$ cat src/rtl/fifo_rd_ctrl_mc_pkg.sv
// Shared definitions for the multi-channel FIFO read controller.
//   - default channel count, words per channel and word width
//   - clog2 helper used to size pointer, channel and counter fields
//   - read-mode encoding
package fifo_rd_ctrl_mc_pkg;

    localparam int DEF_NUM_CH    = 4;
    localparam int DEF_MEM_SIZE  = 4;
    localparam int DEF_WORD_SIZE = 6;

    typedef enum logic {
        MODE_FIXED = 1'b0,
        MODE_RR    = 1'b1
    } rd_mode_e;

    // Bits needed to index v distinct values (clog2(1) = 0).
    function automatic int clog2(input int v);
        int r;
        int x;
        r = 0;
        x = v - 1;
        while (x > 0) begin
            r++;
            x = x >> 1;
        end
        return r;
    endfunction

endpackage

$ cat src/rtl/fifo_rd_ctrl_mc_if.sv
// Consumer/producer-facing bus of the FIFO read controller.
//   slave  : the controller (consumes push/read requests, drives pop/address/flags)
//   master : the environment (write side and consumer)
// Error ports exist only when FIFO_RD_ERR_EN is defined.
interface fifo_rd_ctrl_mc_if
    import fifo_rd_ctrl_mc_pkg::*;
#(
    parameter int NUM_CH = DEF_NUM_CH,
    parameter int PTR_L  = clog2(DEF_MEM_SIZE),
    parameter int CH_L   = clog2(DEF_NUM_CH),
    parameter int CNT_L  = clog2(DEF_MEM_SIZE + 1)
);
    logic [NUM_CH-1:0]       push;
    logic                    fifo_rd;
    logic                    rr_mode;
    logic [CH_L-1:0]         ch_sel;
    logic [CNT_L-1:0]        ae_thresh;
    logic                    pop;
    logic [CH_L-1:0]         pop_ch;
    logic [CH_L+PTR_L-1:0]   rd_addr;
    logic [NUM_CH-1:0]       fifo_empty;
    logic [NUM_CH-1:0]       almost_empty;
    logic [NUM_CH*CNT_L-1:0] occupancy;
    logic                    rd_valid;
    logic [CH_L-1:0]         rd_valid_ch;
`ifdef FIFO_RD_ERR_EN
    logic                    err_clr;
    logic                    err_underflow;
    logic [NUM_CH-1:0]       err_overflow;
`endif

    modport slave (
`ifdef FIFO_RD_ERR_EN
        input  err_clr,
        output err_underflow,
        output err_overflow,
`endif
        input  push, fifo_rd, rr_mode, ch_sel, ae_thresh,
        output pop, pop_ch, rd_addr, fifo_empty, almost_empty, occupancy,
        output rd_valid, rd_valid_ch
    );

    modport master (
`ifdef FIFO_RD_ERR_EN
        output err_clr,
        input  err_underflow,
        input  err_overflow,
`endif
        output push, fifo_rd, rr_mode, ch_sel, ae_thresh,
        input  pop, pop_ch, rd_addr, fifo_empty, almost_empty, occupancy,
        input  rd_valid, rd_valid_ch
    );

endinterface

$ cat src/rtl/fifo_rd_ctrl_mc_rr_arbiter.sv
// Round-robin picker: scans i_req starting one past i_last (mod N) and returns
// the first requester. Purely combinational.
//   i_req     : N request bits
//   i_last    : most recently granted index
//   o_gnt_idx : granted index (0 when nothing requested)
//   o_gnt_any : at least one request present
module fifo_rd_ctrl_mc_rr_arbiter #(
    parameter int N    = 4,
    parameter int CH_L = 2
) (
    input  logic [N-1:0]    i_req,
    input  logic [CH_L-1:0] i_last,
    output logic [CH_L-1:0] o_gnt_idx,
    output logic            o_gnt_any
);

    always_comb begin
        o_gnt_idx = '0;
        o_gnt_any = 1'b0;
        // Offset k=1 is the highest priority; k=N revisits i_last itself.
        for (int k = 1; k <= N; k++) begin
            for (int j = 0; j < N; j++) begin
                if (!o_gnt_any && i_req[j] && (j == ((int'(i_last) + k) % N))) begin
                    o_gnt_any = 1'b1;
                    o_gnt_idx = CH_L'(j);
                end
            end
        end
    end

endmodule

$ cat src/rtl/fifo_rd_ctrl_mc.sv
// Read-side controller for a shared FIFO memory split into NUM_CH regions of
// MEM_SIZE words. Tracks per-channel occupancy from push pulses, arbitrates
// consumer reads (round-robin or fixed channel) and produces the pop, the read
// address and a read-valid registered to match one-cycle memory latency.
// Ports:
//   clk, reset : rising-edge clock, async active-high reset
//   bus        : fifo_rd_ctrl_mc_if.slave (push/fifo_rd/mode in; pop, pop_ch,
//                rd_addr, fifo_empty, almost_empty, occupancy, rd_valid,
//                rd_valid_ch out)
// Build option FIFO_RD_ERR_EN adds sticky err_underflow / err_overflow flags
// with err_clr; without it an overflow push is silently dropped.
module fifo_rd_ctrl_mc
    import fifo_rd_ctrl_mc_pkg::*;
#(
    parameter int NUM_CH    = DEF_NUM_CH,
    parameter int MEM_SIZE  = DEF_MEM_SIZE,
    parameter int WORD_SIZE = DEF_WORD_SIZE,
    parameter int PTR_L     = 2,
    parameter int CH_L      = 2,
    parameter int CNT_L     = 3
) (
    input logic              clk,
    input logic              reset,
    fifo_rd_ctrl_mc_if.slave bus
);

    // WORD_SIZE only sizes the external memory; it is checked here so that a
    // bad configuration is caught at elaboration.
    if (NUM_CH < 2 || MEM_SIZE < 1 || WORD_SIZE < 1) begin : g_bad_params
        $error("fifo_rd_ctrl_mc: illegal parameter set");
    end

    logic [NUM_CH-1:0][CNT_L-1:0] w_cnt;
    logic [NUM_CH-1:0][PTR_L-1:0] w_ptr;
    logic [NUM_CH-1:0]            w_empty;
    logic [NUM_CH-1:0]            w_aempty;
    logic [CH_L-1:0]              w_gnt_idx;
    logic                         w_gnt_any;
    logic                         w_sel_ok;
    logic                         w_pop;
    logic [CH_L-1:0]              w_pop_ch;
    logic [CH_L-1:0]              r_last;
    logic                         r_rd_valid;
    logic [CH_L-1:0]              r_rd_valid_ch;
`ifdef FIFO_RD_ERR_EN
    logic                         r_err_underflow;
    logic [NUM_CH-1:0]            r_err_overflow;
    logic [NUM_CH-1:0]            w_ovf_set;
`endif

    fifo_rd_ctrl_mc_rr_arbiter #(.N(NUM_CH), .CH_L(CH_L)) u_arb (
        .i_req     (~w_empty),
        .i_last    (r_last),
        .o_gnt_idx (w_gnt_idx),
        .o_gnt_any (w_gnt_any)
    );

    assign w_sel_ok = int'(bus.ch_sel) < NUM_CH;

    // Mode mux. Flags come from registered counts, so a word pushed this
    // cycle cannot be popped until the next one.
    always_comb begin
        w_pop    = 1'b0;
        w_pop_ch = '0;
        if (!reset) begin
            if (rd_mode_e'(bus.rr_mode) == MODE_RR) begin
                w_pop = bus.fifo_rd & w_gnt_any;
                if (w_pop) w_pop_ch = w_gnt_idx;
            end else begin
                w_pop = bus.fifo_rd & w_sel_ok & ~w_empty[bus.ch_sel];
                if (w_pop) w_pop_ch = bus.ch_sel;
            end
        end
    end

    for (genvar i = 0; i < NUM_CH; i++) begin : g_ch
        logic [CNT_L-1:0] r_cnt;
        logic [PTR_L-1:0] r_ptr;
        logic             w_pop_hit;

        assign w_pop_hit = w_pop && (w_pop_ch == CH_L'(i));

        always_ff @(posedge clk or posedge reset) begin
            if (reset) begin
                r_cnt <= '0;
                r_ptr <= '0;
            end else begin
                // Simultaneous push and pop leave the count unchanged.
                if (bus.push[i] && !w_pop_hit) begin
                    if (r_cnt != CNT_L'(MEM_SIZE)) r_cnt <= r_cnt + CNT_L'(1);
                end else if (!bus.push[i] && w_pop_hit) begin
                    r_cnt <= r_cnt - CNT_L'(1);
                end
                if (w_pop_hit)
                    r_ptr <= (r_ptr == PTR_L'(MEM_SIZE - 1)) ? '0 : r_ptr + PTR_L'(1);
            end
        end

        assign w_cnt[i]    = r_cnt;
        assign w_ptr[i]    = r_ptr;
        assign w_empty[i]  = (r_cnt == '0);
        assign w_aempty[i] = (r_cnt <= bus.ae_thresh);
        assign bus.occupancy[i*CNT_L +: CNT_L] = r_cnt;
`ifdef FIFO_RD_ERR_EN
        assign w_ovf_set[i] = bus.push[i] && !w_pop_hit && (r_cnt == CNT_L'(MEM_SIZE));
`endif
    end

    // last_grant resets to NUM_CH-1 so channel 0 has first priority.
    always_ff @(posedge clk or posedge reset) begin
        if (reset) begin
            r_last        <= CH_L'(NUM_CH - 1);
            r_rd_valid    <= 1'b0;
            r_rd_valid_ch <= '0;
        end else begin
            if (w_pop && rd_mode_e'(bus.rr_mode) == MODE_RR) r_last <= w_pop_ch;
            r_rd_valid    <= w_pop;
            r_rd_valid_ch <= w_pop_ch;
        end
    end

`ifdef FIFO_RD_ERR_EN
    // Sticky errors; a set in the same cycle as err_clr wins.
    always_ff @(posedge clk or posedge reset) begin
        if (reset) begin
            r_err_underflow <= 1'b0;
            r_err_overflow  <= '0;
        end else begin
            r_err_underflow <= (r_err_underflow & ~bus.err_clr) | (bus.fifo_rd & ~w_pop);
            r_err_overflow  <= (r_err_overflow & ~{NUM_CH{bus.err_clr}}) | w_ovf_set;
        end
    end

    assign bus.err_underflow = r_err_underflow;
    assign bus.err_overflow  = r_err_overflow;
`endif

    assign bus.pop          = w_pop;
    assign bus.pop_ch       = w_pop_ch;
    assign bus.rd_addr      = {w_pop_ch, w_ptr[w_pop_ch]};
    assign bus.fifo_empty   = w_empty;
    assign bus.almost_empty = w_aempty;
    assign bus.rd_valid     = r_rd_valid;
    assign bus.rd_valid_ch  = r_rd_valid_ch;

endmodule

$ cat src/flat_wrapper.sv
// flat-port wrapper written by rule: the top's interface ports become plain ports
module fifo_rd_ctrl_mc_flat import fifo_rd_ctrl_mc_pkg::*;
#(
    parameter int NUM_CH    = DEF_NUM_CH,
    parameter int MEM_SIZE  = DEF_MEM_SIZE,
    parameter int WORD_SIZE = DEF_WORD_SIZE,
    parameter int PTR_L     = 2,
    parameter int CH_L      = 2,
    parameter int CNT_L     = 3
)
  (clk, reset, bus_push, bus_fifo_rd, bus_rr_mode, bus_ch_sel, bus_ae_thresh, bus_pop, bus_pop_ch, bus_rd_addr, bus_fifo_empty, bus_almost_empty, bus_occupancy, bus_rd_valid, bus_rd_valid_ch);
  fifo_rd_ctrl_mc_if #(.NUM_CH(NUM_CH), .PTR_L(PTR_L), .CH_L(CH_L), .CNT_L(CNT_L)) bus_i ();
  input logic clk;
  input logic reset;
  input wire logic [$bits(bus_i.push)-1:0] bus_push;
  input wire logic [$bits(bus_i.fifo_rd)-1:0] bus_fifo_rd;
  input wire logic [$bits(bus_i.rr_mode)-1:0] bus_rr_mode;
  input wire logic [$bits(bus_i.ch_sel)-1:0] bus_ch_sel;
  input wire logic [$bits(bus_i.ae_thresh)-1:0] bus_ae_thresh;
  output wire logic [$bits(bus_i.pop)-1:0] bus_pop;
  output wire logic [$bits(bus_i.pop_ch)-1:0] bus_pop_ch;
  output wire logic [$bits(bus_i.rd_addr)-1:0] bus_rd_addr;
  output wire logic [$bits(bus_i.fifo_empty)-1:0] bus_fifo_empty;
  output wire logic [$bits(bus_i.almost_empty)-1:0] bus_almost_empty;
  output wire logic [$bits(bus_i.occupancy)-1:0] bus_occupancy;
  output wire logic [$bits(bus_i.rd_valid)-1:0] bus_rd_valid;
  output wire logic [$bits(bus_i.rd_valid_ch)-1:0] bus_rd_valid_ch;
  assign bus_i.push = bus_push;
  assign bus_i.fifo_rd = bus_fifo_rd;
  assign bus_i.rr_mode = bus_rr_mode;
  assign bus_i.ch_sel = bus_ch_sel;
  assign bus_i.ae_thresh = bus_ae_thresh;
  assign bus_pop = bus_i.pop;
  assign bus_pop_ch = bus_i.pop_ch;
  assign bus_rd_addr = bus_i.rd_addr;
  assign bus_fifo_empty = bus_i.fifo_empty;
  assign bus_almost_empty = bus_i.almost_empty;
  assign bus_occupancy = bus_i.occupancy;
  assign bus_rd_valid = bus_i.rd_valid;
  assign bus_rd_valid_ch = bus_i.rd_valid_ch;
  fifo_rd_ctrl_mc #(.NUM_CH(NUM_CH), .MEM_SIZE(MEM_SIZE), .WORD_SIZE(WORD_SIZE), .PTR_L(PTR_L), .CH_L(CH_L), .CNT_L(CNT_L)) u_core (.clk(clk), .reset(reset), .bus(bus_i));
endmodule
$ cat config.mk
export PLATFORM = sky130hd
export DESIGN_NAME = fifo_rd_ctrl_mc_flat
export DESIGN_NICKNAME = d
export VERILOG_FILES = /design/src/rtl/fifo_rd_ctrl_mc_pkg.sv /design/src/rtl/fifo_rd_ctrl_mc_if.sv /design/src/rtl/fifo_rd_ctrl_mc_rr_arbiter.sv /design/src/rtl/fifo_rd_ctrl_mc.sv /design/src/flat_wrapper.sv
export SDC_FILE = /design/constraint.sdc
export NUM_CORES = 1
export LEC_CHECK = 0
export BUFFER_PORTS_ARGS = -buffer_cell sky130_fd_sc_hd__buf_2
export CAP_MARGIN = 20
export CORE_MARGIN = 2
export CORE_UTILIZATION = 30
export DETAILED_ROUTE_END_ITERATION = 8
export PLACE_DENSITY_LB_ADDON = 0.12
export SYNTH_ARGS = -nofsm -noshare
export SYNTH_HDL_FRONTEND = slang
export SYNTH_HIERARCHICAL = 1
export SYNTH_SLANG_ARGS = --single-unit
$ cat constraint.sdc
create_clock -name clk -period 8.4 [get_ports clk]
set_input_delay 2.52 -clock clk [delete_from_list [all_inputs] [get_ports clk]]
set_output_delay 2.52 -clock clk [all_outputs]
set_load 0.01 [all_outputs]
==> reports/metrics.json <==
{
  "clock_latency": {"value": 0.27, "unit": "ns"},
  "grt_setup_unrepaired": {"value": "false"},
  "ys_warn_count": {"value": 6},
  "slew_headroom": {"value": 47.5, "unit": "%"},
  "grt_remaining_overflow": {"value": 0},
  "synthesis.nets": {"value": 257},
  "synthCells": {"value": 224},
  "synthDistinctLibCells": {"value": 60},
  "detail_route.vias_per_cell": {"value": 4.93},
  "cts-buffers-inserted": {"value": 3},
  "power.leakage": {"value": 0.00121, "unit": "uW"},
  "final.period_utilization": {"value": 81.9, "unit": "%"},
  "yosys_register_bits": {"value": 25},
  "final_antenna_net_count": {"value": 0},
  "fp.dieW": {"value": 88.8, "unit": "um"},
  "timing.critical_path.max_delay_family": {"value": "compound AO/OA/AOI/OAI gates"},
  "seq_power_share": {"value": 34.3, "unit": "%"},
  "max_slew.worst_pin.slew": {"value": 0.785, "unit": "ns"},
  "crit_type": {"value": "input port to primary output"},
  "worstPathBufferInverterCount": {"value": 2},
  "worstSetupEndpointType": {"value": "primary output"},
  "track_usage": {"value": 13.3, "unit": "%"},
  "outcome": {"value": "finished clean"},
  "first_pass_grt_wire_length": {"value": 8220, "unit": "um"},
  "cts-root-to-sink-buffers": {"value": 2},
  "drt-total-wl": {"value": 4960, "unit": "um"},
  "antenna_violations_before_repair": {"value": 0},
  "worst_setup_path_start_kind": {"value": "input port"},
  "worst-endpoint-arrival": {"value": 4.36, "unit": "ns"},
  "finish.utilization": {"value": 36.4, "unit": "%"},
  "synth-async-reset-ratio": {"value": 100, "unit": "%"},
  "cts_repair_resize_count": {"value": 0},
  "crit_path_max_fanout": {"value": 10},
  "synth_sequential_area_ratio": {"value": 29.1, "unit": "%"},
  "syn2layout_area_growth": {"value": 16.0, "unit": "%"},
  "root_buffer": {"value": "clkbuf_8"},
  "drive_gt1_share": {"value": 25.9, "unit": "%"},
  "dieArea": {"value": 0.00789, "unit": "mm2"},
  "postPlaceCellArea": {"value": 0.00245, "unit": "mm2"},
  "top_area_cell_type_share_of_the_netlist_area": {"value": 26.7, "unit": "%"},
  "drt-initial-drc-count": {"value": 41},
  "max_stage_delay": {"value": 0.53, "unit": "ns"},
  "syn_area": {"value": 0.00216, "unit": "mm2"},
  "num_rows": {"value": 30},
  "yosys-top-cells-area": {"value": "dfrtp_1 (27%), ha_1 (9.3%), mux2i_1 (6.5%)"},
  "tns": {"value": 0, "unit": "ns"},
  "layout.cells.most_common_list": {"value": "buf_2 (42), dfrtp_1 (23), nor2_1 (20), inv_1 (18), ha_1 (16)"},
  "drt_pass1_iterations": {"value": 4},
  "n_diodes": {"value": 0},
  "timing.reg2reg.worst_path_depth": {"value": 13},
  "levels_on_crit_path": {"value": 7},
  "top_ports": {"value": 43},
  "final.setup_skew": {"value": 0.00380, "unit": "ns"},
  "avgSynthCellArea": {"value": 9.64, "unit": "um2"},
  "final_hold_viol_count": {"value": 0},
  "clock_transition_at_path_regs": {"value": 0.10, "unit": "ns"},
  "clock_sinks": {"value": 25},
  "power.ir.vdd_worst": {"value": 91.5, "unit": "uV"},
  "finalCriticalPeriod": {"value": 6.88, "unit": "ns"},
  "drv.max_cap_violation_count": {"value": 0},
  "required": {"value": 5.88, "unit": "ns"},
  "power_frac_clock": {"value": 9.5, "unit": "%"},
  "switching_component_of_the_power": {"value": 365, "unit": "uW"},
  "die_h": {"value": 88.8, "unit": "um"},
  "timing.final.setup_violations": {"value": 0},
  "internal_power": {"value": 437, "unit": "uW"},
  "switching_share": {"value": 45.5, "unit": "%"},
  "grt_max_degree": {"value": 16},
  "final_design_area_no_fill": {"value": 0.00250, "unit": "mm2"},
  "cts_hold_buf": {"value": 0},
  "cts_htree_levels": {"value": 1},
  "critical_path.slowest_cell": {"value": "o31a_1"},
  "fmax": {"value": 0.145, "unit": "GHz"},
  "port_buffers": {"value": 42},
  "power.density_cell_area": {"value": 320, "unit": "mW/mm2"},
  "layout.cells.most_common": {"value": "buf_2"},
  "worstHoldPathCells": {"value": 1},
  "floorplan.initialDensity": {"value": 31.4, "unit": "%"},
  "comb_power_share": {"value": 56.3, "unit": "%"},
  "average_detailed_routed_wire_length_per_instance": {"value": 13.8, "unit": "um"},
  "netlist.top_cell.by_area": {"value": "dfrtp_1"},
  "final_net_count": {"value": 297},
  "tritoncts": {"value": "yes"},
  "post-dp-hpwl": {"value": 3900, "unit": "um"},
  "via_count_of_the_first_global_routing_pass": {"value": 1607},
  "synth_flop_cell": {"value": "dfrtp_1"},
  "place.gp.congestion": {"value": 0.749},
  "drt_drc_violations_left": {"value": 0},
  "critical_path.cell_chain": {"value": "buf_2 > or3b_1 > o22ai_1 > o31a_1 > mux2i_1 > mux2i_1 > buf_2"},
  "synth_enable_flop_cells": {"value": 0},
  "core": {"value": 0.00687, "unit": "mm2"},
  "filler_cell_count": {"value": 716},
  "post_cts.repair.setup_buffers": {"value": 0},
  "timing.final.max_slew_violations": {"value": 0},
  "vias": {"value": 1770},
  "min_path_type": {"value": "flop to flop"}
}
==> cells by family after synthesis <==
group / after synthesis / share of synthesized area (%)
adders and majority gates: 20 / 13.0
muxes: 23 / 11.9
AOI/OAI and AO/OA: 53 / 18.4
xor gates and xnor gates: 4 / 1.62
buffers and inverters: 29 / 6.49
and+or+nand+nor: 70 / 19.5
DFF: 25 / 29.1
==> power by group through the flow <==
stage	Sequential (uW)	Combinational [uW]	Clock, uW
after floorplan	267	325	0
after global placement	283	451	0
after detailed placement	279	455	0
after CTS	278	458	81.3
after global routing	293	518	85.8
final	275	451	75.9
==> final timing paths <==
path / slack (ns) / startpoint / end
min in group asynchronous: 2.35 / reset / u_core/bus.rd_valid_ch[1]$_DFF_PP0_
min: 0.55 / u_core/g_ch[3].r_ptr[1]$_DFFE_PP0P_ / u_core/g_ch[3].r_ptr[1]$_DFFE_PP0P_
min reg2reg: 0.55 / u_core/g_ch[3].r_ptr[1]$_DFFE_PP0P_ / u_core/g_ch[3].r_ptr[1]$_DFFE_PP0P_
max: 1.52 / bus_ch_sel[0] / bus_rd_addr[1]
max in group asynchronous: 5.49 / reset / u_core/r_last[0]$_DFFE_PP1P_
max reg2reg: 4.63 / u_core/g_ch[1].r_cnt[2]$_DFFE_PP0P_ / u_core/g_ch[2].r_cnt[2]$_DFFE_PP0P_
==> per-layer routing <==
metal  global-route usage (%)  up-vias  part of all wire [%]
met2                     20.4       19                    45
met1                     19.3      856                    50
met5                        0        -                     0
li1                         -      891                     -
met4                     4.68        0                   1.8
met3                     1.77        4                   3.0
==> Yosys cell counts, drive strengths merged (2+ instances only) <==
cell / number
nand2b: 3
a2111oi: 2
o21ai: 10
and2: 2
nand2: 10
a22oi: 2
nor2: 21
or3: 3
o21a: 5
o22ai: 6
nor2b: 7
buf: 6
xnor2: 3
nand3: 6
fa: 4
o2111ai: 3
inv: 21
or4: 2
mux2: 9
dfstp: 2
mux2i: 14
ha: 16
a21o: 6
nor3: 5
clkbuf: 2
a21oi: 8
o311ai: 2
nand4b: 2
dfrtp: 23
==> registers in the layout (all words and copies together) (netlist names) <==
register                cells
u_core/g_ch.r_ptr           8
u_core/bus.rd_valid         1
u_core/g_ch.r_cnt          12
u_core/r_last               2
u_core/bus.rd_valid_ch      2
==> cell type report <==
| type | instances | area (um2) | area share [%] |
|---|---|---|---|
| clock inverter | 1 | 7.51 | 0.300 |
| inverter | 21 | 78.8 | 3.15 |
| clock buffer | 3 | 41.3 | 1.65 |
| timing repair buffer | 43 | 238 | 9.50 |
| tap | 96 | 120 | 4.80 |
| sequential | 25 | 628 | 25.1 |
| multi-input combinational | 170 | 1390 | 55.5 |
==> through the flow <==
stage                     hold WS, ns  std cells  setup slack [ns]  total power, uW
after floorplan                 0.485        224              1.98              591
after CTS                       0.548        359              1.48              817
after detailed placement        0.530        355              1.48              734
final                           0.546        359              1.52              802
after global routing            0.574        359              1.36              897
after global placement          0.523        354              1.56              734
Note: power is estimated with default switching activity, not from simulation.
